File: src/rtl/fetch_pkg.sv
// Shared types and constants for the instruction fetch stage.
package fetch_pkg;

    localparam int INSTR_BYTES = 4;

    // One fetched instruction together with the PC it was read from.
    typedef struct packed {
        logic [31:0] pc;
        logic [31:0] instr;
    } fetch_entry_t;

    // IDLE: nothing outstanding. WAIT: one request outstanding, its response
    // is kept. KILL: one request outstanding, its response is thrown away.
    typedef enum logic [1:0] {
        IDLE = 2'd0,
        WAIT = 2'd1,
        KILL = 2'd2
    } fetch_state_t;

    // Sequential PC; wraps modulo 2^32.
    function automatic logic [31:0] next_pc(input logic [31:0] pc);
        return pc + 32'(INSTR_BYTES);
    endfunction

endpackage

File: src/rtl/fetch_fifo.sv
// DEPTH-entry synchronous FIFO of fetch entries feeding decode.
// head_o is the oldest entry; it is meaningful only while count_o != 0.
// clear_i empties the FIFO and takes priority over push_i/pop_i.
module fetch_fifo
    import fetch_pkg::*;
#(
    parameter int DEPTH = 2
) (
    input  logic                         clk,
    input  logic                         rst_n,
    input  logic                         push_i,
    input  logic                         pop_i,
    input  logic                         clear_i,
    input  fetch_entry_t                 data_i,
    output logic [$clog2(DEPTH+1)-1:0]   count_o,
    output fetch_entry_t                 head_o
);

    localparam int PW = (DEPTH > 1) ? $clog2(DEPTH) : 1;
    localparam int CW = $clog2(DEPTH + 1);

    fetch_entry_t  mem_q [DEPTH];
    logic [PW-1:0] rd_ptr_q;
    logic [PW-1:0] wr_ptr_q;
    logic [CW-1:0] count_q;

    function automatic logic [PW-1:0] ptr_inc(input logic [PW-1:0] p);
        return (p == PW'(DEPTH - 1)) ? '0 : p + 1'b1;
    endfunction

    // Storage, pointers and occupancy; storage resets to zero so the head
    // reads as zero straight out of reset.
    always_ff @(posedge clk or negedge rst_n) begin
        if (!rst_n) begin
            rd_ptr_q <= '0;
            wr_ptr_q <= '0;
            count_q  <= '0;
            for (int i = 0; i < DEPTH; i++) begin
                mem_q[i] <= '0;
            end
        end else if (clear_i) begin
            rd_ptr_q <= '0;
            wr_ptr_q <= '0;
            count_q  <= '0;
        end else begin
            if (push_i) begin
                mem_q[wr_ptr_q] <= data_i;
                wr_ptr_q        <= ptr_inc(wr_ptr_q);
            end
            if (pop_i) begin
                rd_ptr_q <= ptr_inc(rd_ptr_q);
            end
            case ({push_i, pop_i})
                2'b10:   count_q <= count_q + 1'b1;
                2'b01:   count_q <= count_q - 1'b1;
                default: ;
            endcase
        end
    end

    assign count_o = count_q;
    assign head_o  = mem_q[rd_ptr_q];

endmodule

File: src/rtl/fetch_stage.sv
// IF stage: owns the PC, issues single-word reads to instruction memory
// (at most one outstanding) and queues {pc, instr} for decode.
//
// Handshake: decode takes the head entry in any cycle where valid_o and
// ready_i are both high and no redirect is present; valid_o never depends on
// ready_i. A memory request is presented for exactly one cycle (imem_rmask
// 4'b1111 with imem_addr); imem_resp pulses once per request with imem_rdata.
//
// Optional feature macro FETCH_PERF_EN adds perf_fetch_o (pops) and
// perf_stall_o (cycles waiting on memory without a response).
module fetch_stage
    import fetch_pkg::*;
#(
    parameter logic [31:0] RESET_PC = 32'h1eceb000,
    parameter int          DEPTH    = 2
) (
    input  logic        clk,
    input  logic        rst,
    input  logic        redirect_i,
    input  logic [31:0] target_i,
    input  logic        ready_i,
    output logic [31:0] imem_addr,
    output logic [3:0]  imem_rmask,
    input  logic [31:0] imem_rdata,
    input  logic        imem_resp,
    output logic        valid_o,
    output logic [31:0] pc_o,
    output logic [31:0] instr_o,
    output logic [1:0]  dbg_state_o
`ifdef FETCH_PERF_EN
    ,
    output logic [31:0] perf_fetch_o,
    output logic [31:0] perf_stall_o
`endif
);

    localparam int CW = $clog2(DEPTH + 1);
    typedef logic [CW-1:0] cnt_t;

    fetch_state_t state_q, state_d;
    logic [31:0]  pc_q, pc_d;
    logic [31:0]  req_pc_q, req_pc_d;

    cnt_t         fifo_count;
    cnt_t         count_next;
    fetch_entry_t fifo_head;
    fetch_entry_t push_entry;
    logic         fifo_valid;
    logic         push;
    logic         pop;
    logic         issue_slot;
    logic         issue;

    assign push_entry = '{pc: req_pc_q, instr: imem_rdata};

    // Push/pop/issue decisions. Issue looks at the occupancy after this
    // cycle's push/pop so an issued request always has a slot to land in.
    always_comb begin
        fifo_valid = (fifo_count != '0);
        pop        = fifo_valid && ready_i && !redirect_i;
        push       = (state_q == WAIT) && imem_resp && !redirect_i;
        count_next = fifo_count;
        if (push && !pop) begin
            count_next = fifo_count + 1'b1;
        end else if (pop && !push) begin
            count_next = fifo_count - 1'b1;
        end
        issue_slot = (state_q == IDLE) || ((state_q == WAIT) && imem_resp);
        issue      = rst && issue_slot && !redirect_i && (count_next < cnt_t'(DEPTH));
    end

    // Next state for the request FSM, the PC and the in-flight request PC.
    always_comb begin
        state_d  = state_q;
        pc_d     = pc_q;
        req_pc_d = req_pc_q;
        case (state_q)
            IDLE: begin
                if (issue) state_d = WAIT;
            end
            WAIT: begin
                if (redirect_i) begin
                    // A response in the redirect cycle retires the request.
                    state_d = imem_resp ? IDLE : KILL;
                end else if (imem_resp) begin
                    state_d = issue ? WAIT : IDLE;
                end
            end
            KILL: begin
                if (imem_resp) state_d = IDLE;
            end
            default: state_d = IDLE;
        endcase
        if (redirect_i) begin
            pc_d = target_i;
        end else if (issue) begin
            pc_d     = next_pc(pc_q);
            req_pc_d = pc_q;
        end
    end

    // State registers.
    always_ff @(posedge clk or negedge rst) begin
        if (!rst) begin
            state_q  <= IDLE;
            pc_q     <= RESET_PC;
            req_pc_q <= RESET_PC;
        end else begin
            state_q  <= state_d;
            pc_q     <= pc_d;
            req_pc_q <= req_pc_d;
        end
    end

    fetch_fifo #(
        .DEPTH (DEPTH)
    ) u_fifo (
        .clk     (clk),
        .rst_n   (rst),
        .push_i  (push),
        .pop_i   (pop),
        .clear_i (redirect_i),
        .data_i  (push_entry),
        .count_o (fifo_count),
        .head_o  (fifo_head)
    );

    assign imem_addr   = pc_q;
    assign imem_rmask  = issue ? 4'b1111 : 4'b0000;
    assign valid_o     = fifo_valid;
    assign pc_o        = fifo_head.pc;
    assign instr_o     = fifo_head.instr;
    assign dbg_state_o = state_q;

`ifdef FETCH_PERF_EN
    logic [31:0] perf_fetch_q;
    logic [31:0] perf_stall_q;

    // Wrapping event counters: decode pops, and memory wait cycles.
    always_ff @(posedge clk or negedge rst) begin
        if (!rst) begin
            perf_fetch_q <= '0;
            perf_stall_q <= '0;
        end else begin
            if (pop) begin
                perf_fetch_q <= perf_fetch_q + 32'd1;
            end
            if (((state_q == WAIT) || (state_q == KILL)) && !imem_resp) begin
                perf_stall_q <= perf_stall_q + 32'd1;
            end
        end
    end

    assign perf_fetch_o = perf_fetch_q;
    assign perf_stall_o = perf_stall_q;
`endif

endmodule
File: config.mk
export PLATFORM = sky130hd
export DESIGN_NAME = fetch_stage
export DESIGN_NICKNAME = d
export VERILOG_FILES = /design/src/rtl/fetch_pkg.sv /design/src/rtl/fetch_fifo.sv /design/src/rtl/fetch_stage.sv
export SDC_FILE = /design/constraint.sdc
export NUM_CORES = 1
export LEC_CHECK = 0
export BUFFER_PORTS_ARGS = -buffer_cell sky130_fd_sc_hd__buf_2
export CAP_MARGIN = 0
export CORE_UTILIZATION = 55
export CTS_CLUSTER_SIZE = 12
export DETAILED_ROUTE_END_ITERATION = 6
export PLACE_DENSITY = 0.78
export SLEW_MARGIN = 20
export SYNTH_ARGS = -nofsm -noshare
export SYNTH_HDL_FRONTEND = slang
export SYNTH_HIERARCHICAL = 1
export SYNTH_SLANG_ARGS = --single-unit
File: constraint.sdc
create_clock -name clk -period 2.7 [get_ports clk]
set_input_delay 0.405 -clock clk [delete_from_list [all_inputs] [get_ports clk]]
set_output_delay 0.405 -clock clk [all_outputs]
set_load 0.01 [all_outputs]
== Word-level counts from Yosys, hierarchy flattened ==
Cells that the tools add are included.
Word-level totals
  register bits after elaboration: 198
  output and inout bits: 103
  logic and storage cells: 78
Operators by class
  add/subtract/negate cells: 5
  magnitude comparators: 4
  equality and inequality tests: 7
  mux-type cells: 26
  bitwise logic cells: 3
  reductions and logical operators: 23
Operator list (number)
  64-bit 2-to-1 mux: 4
  128-bit bitwise mux: 1
  64-bit demux with 1-bit select: 1
  32-bit 2-to-1 mux: 2
  32-bit by 3-bit adder with 32-bit output, second input constant: 1
  2-bit 2-to-1 mux: 8
  1-bit logical AND: 10
  2-bit nonzero test: 4
  1-bit 2-to-1 mux: 7
  2-bit one-hot mux with 3 select lines: 1
  2-bit by 1-bit equality test with 1-bit output, second input constant: 2
  2-bit equality test, second input constant: 2
  2-bit greater-or-equal comparator, second input constant: 2
  4-bit 2-to-1 mux: 1
  2-bit != test, second input constant: 2
  1-bit inverter with 2-bit output: 2
  2-bit one-hot mux with 2 select lines: 1
  2-bit AND reduction: 2
  1-bit zero test: 3
  3-bit != test, second input constant: 1
  3-bit AND reduction: 1
  3-bit nonzero test: 1
  1-bit adder, second input constant: 2
  2-bit by 1-bit adder with 2-bit output, second input constant: 1
  other kinds (6): 6

== Depth between registers and ports, before layout ==
  depth in word-level cells: 13
  depth in mapped cells: 11

== Modules after synthesis ==
The synthesis kept the hierarchy.
Modules (own cells, without submodules)
  fetch_fifo: instances 1, cells each 359, area each 6033.3 um^2
  fetch_stage: instances 1, cells each 371, area each 3314.4 um^2

== Worst setup path before layout ==
Ideal clock, no wire load.
  path type: register -> output
  start: register u_fifo.count_q[0], in the netlist u_fifo/count_o[0]
  end: output imem_rmask[0]
  arrival: 2.105 ns
  slack: 0.190 ns
  stages on the path, launching flop included: 11
  path buffers: 3
  path through: dfrtp_1 -> inv_1 -> ha_1 -> nor3b_2 -> nand3_1 -> a31oi_4 -> nand2_4 -> buf_6 -> inv_2 -> buf_2 -> buf_4
Between the ends
  word-level cells in the longest chain between the ends: 9
RTL lines
  from (decl): line fetch_fifo.sv:25  | logic [CW-1:0] count_q;
  from (signal assigned): line fetch_fifo.sv:54  | 2'b10: count_q <= count_q + 1'b1;
  from (signal assigned): line fetch_fifo.sv:55  | 2'b01: count_q <= count_q - 1'b1;
  2-bit nonzero test (*): line fetch_stage.sv:59  | fifo_valid = (fifo_count != '0);
  1-bit logical AND (*) (2 in series): line fetch_stage.sv:60  | pop = fifo_valid && ready_i && !redirect_i;
  via pop: line fetch_stage.sv:50  | logic pop;
  1-bit logical AND or 1-bit zero test (tied branches): line fetch_stage.sv:65, fetch_stage.sv:63
  2-bit 2-to-1 mux or 1-bit logical AND (tied branches): line fetch_stage.sv:65, fetch_stage.sv:63
  2-bit 2-to-1 mux (*): line fetch_stage.sv:63  | if (push && !pop) begin
  2-bit < comparator (*): line fetch_stage.sv:69  | issue = rst && issue_slot && !redirect_i && (count_next < cnt_t'(DEPTH));
  1-bit logical AND (*): line fetch_stage.sv:69
  via issue: line fetch_stage.sv:52  | logic issue;
  4-bit 2-to-1 mux (*): line fetch_stage.sv:129  | assign imem_rmask = issue ? 4'b1111 : 4'b0000;
  to (decl): line fetch_stage.sv:23  | output logic [3:0] imem_rmask,
Mark *: on every way through the listed nets, which the timed path passes. The rest lies on a longest branch.

== Final worst setup path ==
  start: register u_fifo.count_q[0], in the netlist u_fifo/count_o[0]
  end: output imem_rmask[3]
Between the ends
  word-level cells in the longest chain between the ends: 9
RTL lines (line)
  2-bit nonzero test (*): fetch_stage.sv:59
  1-bit logical AND (*) (2 in series): fetch_stage.sv:60
  via pop: fetch_stage.sv:50
  1-bit logical AND or 1-bit zero test (tied branches): fetch_stage.sv:65, fetch_stage.sv:63
  2-bit 2-to-1 mux or 1-bit logical AND (tied branches): fetch_stage.sv:65, fetch_stage.sv:63
  2-bit 2-to-1 mux (*): fetch_stage.sv:63
  2-bit < comparator (*): fetch_stage.sv:69
  1-bit logical AND (*): fetch_stage.sv:69
  4-bit 2-to-1 mux (*): fetch_stage.sv:129
Marks and branches as above.

==> qor.csv <==
metric;value;unit
regToRegEndpoint;imem_addr[24];
status;complete, no violations;
asyncSetResetFlopFracSynth;100.0;%
drt-total-wl;19770;um
nNetsFinal;966;
r2r_setup_slack;340;ps
grt_max_degree;155;
synth.yosys.warnings;6;
placed_cells_incl_taps;1096;
layout.cells.most_common_list;sky130_fd_sc_hd__dfrtp_1, sky130_fd_sc_hd__buf_2, sky130_fd_sc_hd__mux2_2, sky130_fd_sc_hd__nand2_1, sky130_fd_sc_hd__mux2_4;
cts_tree;yes;
power.leakage;5.442;nW
critical_path.cell_chain;inv_1, ha_1, nor3b_2, nand3_1, a31oi_4, nand2_8, inv_8, buf_2;
ctsHoldBuffers;0;
ff2ff_path_depth;6;
hpwl;13070;um
share_of_cells_above_drive_strength_1;49.89;%
post_synth_inst_count;730;
route.detailed.vias_per_inst;5.538;
clk_root_buffer_cell;sky130_fd_sc_hd__clkbuf_16;
synth-edff-count;0;
fmax;386.6;MHz
initial_antenna_violation_count;0;
first_pass_grt_wire_length;32180;um
synth.top_cells.by_area;sky130_fd_sc_hd__dfrtp_1, sky130_fd_sc_hd__mux2_2, sky130_fd_sc_hd__mux2_4, sky130_fd_sc_hd__dfstp_2, sky130_fd_sc_hd__nand2_1;
synth-seq-cells;198;
htree_levels;4;
fp.dieArea;17520;um^2
clock_skew;8.856;ps
synth.cell_area;9348;um^2
synth_cell_types;55;
drt_wl_cell;17.52;um
holdWs;101.7;ps
io_buffers;171;
chipWidth;132.4;um
tns;0;ps
clkSlewWorstSetupHoldPaths;70;ps
start_kind;flip-flop;
max-cap-violations;0;
yosysTopAreaCellShare;46.58;%
reg2reg_from;imem_addr[12];
crit_slowest_cell;sky130_fd_sc_hd__dfrtp_1;
die_h;132.4;um
finished_core_util;66.27;%
floorplan.initialDensity;56.37;%
power_per_cell_area;814.3;nW/um^2
cts_buffers;17;
critPathRequiredTime;2300;ps
fin_crit_sh;95.79;%
gpl.final_weighted_congestion;0.8484;
synth.avg_cell_area;12.81;um^2
max-slew-margin-rel;46.26;%
hold_class;primary input to asynchronous set/reset pin;
rsz0062_at_grt;false;
cts.path.max_buffers;2;
hold_violations;0;
synth_top_flop_cell;sky130_fd_sc_hd__dfrtp_1;
clock_sink_count;198;
cp_max_fo;16;
seq_area_frac_synth;53.33;%
netlist.top_cell.by_area;sky130_fd_sc_hd__dfrtp_1;
layout.cells.most_common;sky130_fd_sc_hd__dfrtp_1;
worstSetupEndpointType;output port;
finalInstanceArea;10990;um^2
power.ir.vdd_worst;529.7;uV
timing_worst_setup_path_type;flip-flop to output port;
detailedRoute.firstPassIterationCount;5;
floorplan.core_area;16580;um^2
finalWorstPathRequiredPeriod;2586;ps
max_slew.worst_pin.slew;806.1;ps
dr.first_iter.drc_count;393;
diode_insertion_count_for_antenna_repair;0;
crit_arrival;2180;ps
clock_insertion_delay_worst_skew;430;ps
num_io_pins;172;
slew_violations;0;
grt_overflow;0;
cpPeakStageDelay;390;ps
antenna_violating_nets_post_route;0;
drc;0;
groute.usage.overall;23.31;%
setup_viol;0;
number_of_global_route_vias_before_repair;6229;
vias;6247;
placed_cell_area;10350;um^2
final_non_filler_cell_total;1128;
layout-area-overhead-vs-synth;17.56;%
synthesis.nets;801;
core.rowCount;47;
registers in the layout (all words and copies together), names as in the netlist:
register,cells
dbg_state_o,2
imem_addr,32
req_pc_q,32
u_fifo/count_o,2
u_fifo/mem_q,128
u_fifo/rd_ptr_q,1
u_fifo/wr_ptr_q,1
how the worst max path moves through the flow:
stage                            startpoint             to  slack (ps)  depth (start not counted)
after floorplan           u_fifo/count_o[0]  imem_rmask[0]         190                         10
after global placement    u_fifo/count_o[0]   imem_addr[9]         430                         11
after detailed placement  u_fifo/count_o[0]   imem_addr[9]         360                         11
after CTS                 u_fifo/count_o[0]  imem_rmask[3]          60                          9
after global routing      u_fifo/count_o[0]  imem_rmask[3]          10                          8
final                     u_fifo/count_o[0]  imem_rmask[3]         110                          8
power breakdown:
part / switching [W] / internal [W] / total, W
clock: 0.00110 / 0.00158 / 0.00268
sequential: 0.000445 / 0.00362 / 0.00406
combinational: 0.000960 / 0.00125 / 0.00221
total: 0.00250 / 0.00645 / 0.00895
per-stage QoR:
step           setup slack [ps]  total power (W)
2_1_floorplan             190.2         0.005445
3_3_place_gp              425.1         0.006234
3_5_place_dp              361.8         0.006313
4_1_cts                   56.64         0.009027
5_1_grt                   12.84         0.009385
6_report                  113.6         0.008948
kinds of logic after synthesis:
logic type,share of synthesized area [%]
adder cells (fa/ha/maj),0.2677
AND/OR/NAND/NOR,11.07
XOR/XNOR,0.7496
AO/OA/AOI/OAI,4.524
multiplexers,25.90
buffers and inverters,4.163
flip-flops,53.33
worst max-delay path: cells and delay by family, from the launching register on:
family | cells | cell delay [ps]
compound gates | 1 | 300
fa+ha+maj | 1 | 230
buf+inv | 3 | 360
flops | 1 | 390
simple gates | 3 | 480
what timing repair did:
action / in CTS / in global routing
gates resized for setup: 1 / 3
pin swaps: 0 / 1
endpoints found under the setup margin: 4 / 4
setup buffers: 0 / 0
gates cloned: 0 / 0
layer usage:
layer / vias to the layer above / share of wire (%) / global-route usage [%]
met1: 3121 / 47 / 33.00
met3: 17 / 4.9 / 5.152
met2: 210 / 47 / 35.99
met5: - / 0 / 0
met4: 0 / 1.1 / 7.088
li1: 2899 / - / -
cell usage after synthesis (all sizes together), types with 2 or more instances:
cell type and instances:
o21ai 11, o311ai 4, o41ai 3, inv 9, o31ai 2, nor2 17
nand3 24, nand3b 2, buf 32, nand4 12, a31o 2, a221o 6
or4 3, a22oi 8, xnor2 5, or2 2, dfrtp 174, and2 3
clkbuf 11, mux2 195, nand2b 3, xor2 3, a21oi 7, and3 5
nor3 6, a21o 2, ha 2, or3 6, nand2 127, dfstp 24
nor3b 4, o211ai 6
area by class of cell:
| class | instances | area (um^2) |
|---|---|---|
| clock buffers | 20 | 446.7 |
| clock inverters | 12 | 176.4 |
| multi-input cells | 480 | 3989 |
| well taps | 220 | 275.3 |
| flip-flops and latches | 198 | 4986 |
| fillers | 1241 | 5594 |
| inverters | 9 | 41.29 |
| repair buffers | 189 | 1075 |
No activity file was read; power rests on OpenSTA's default activity.
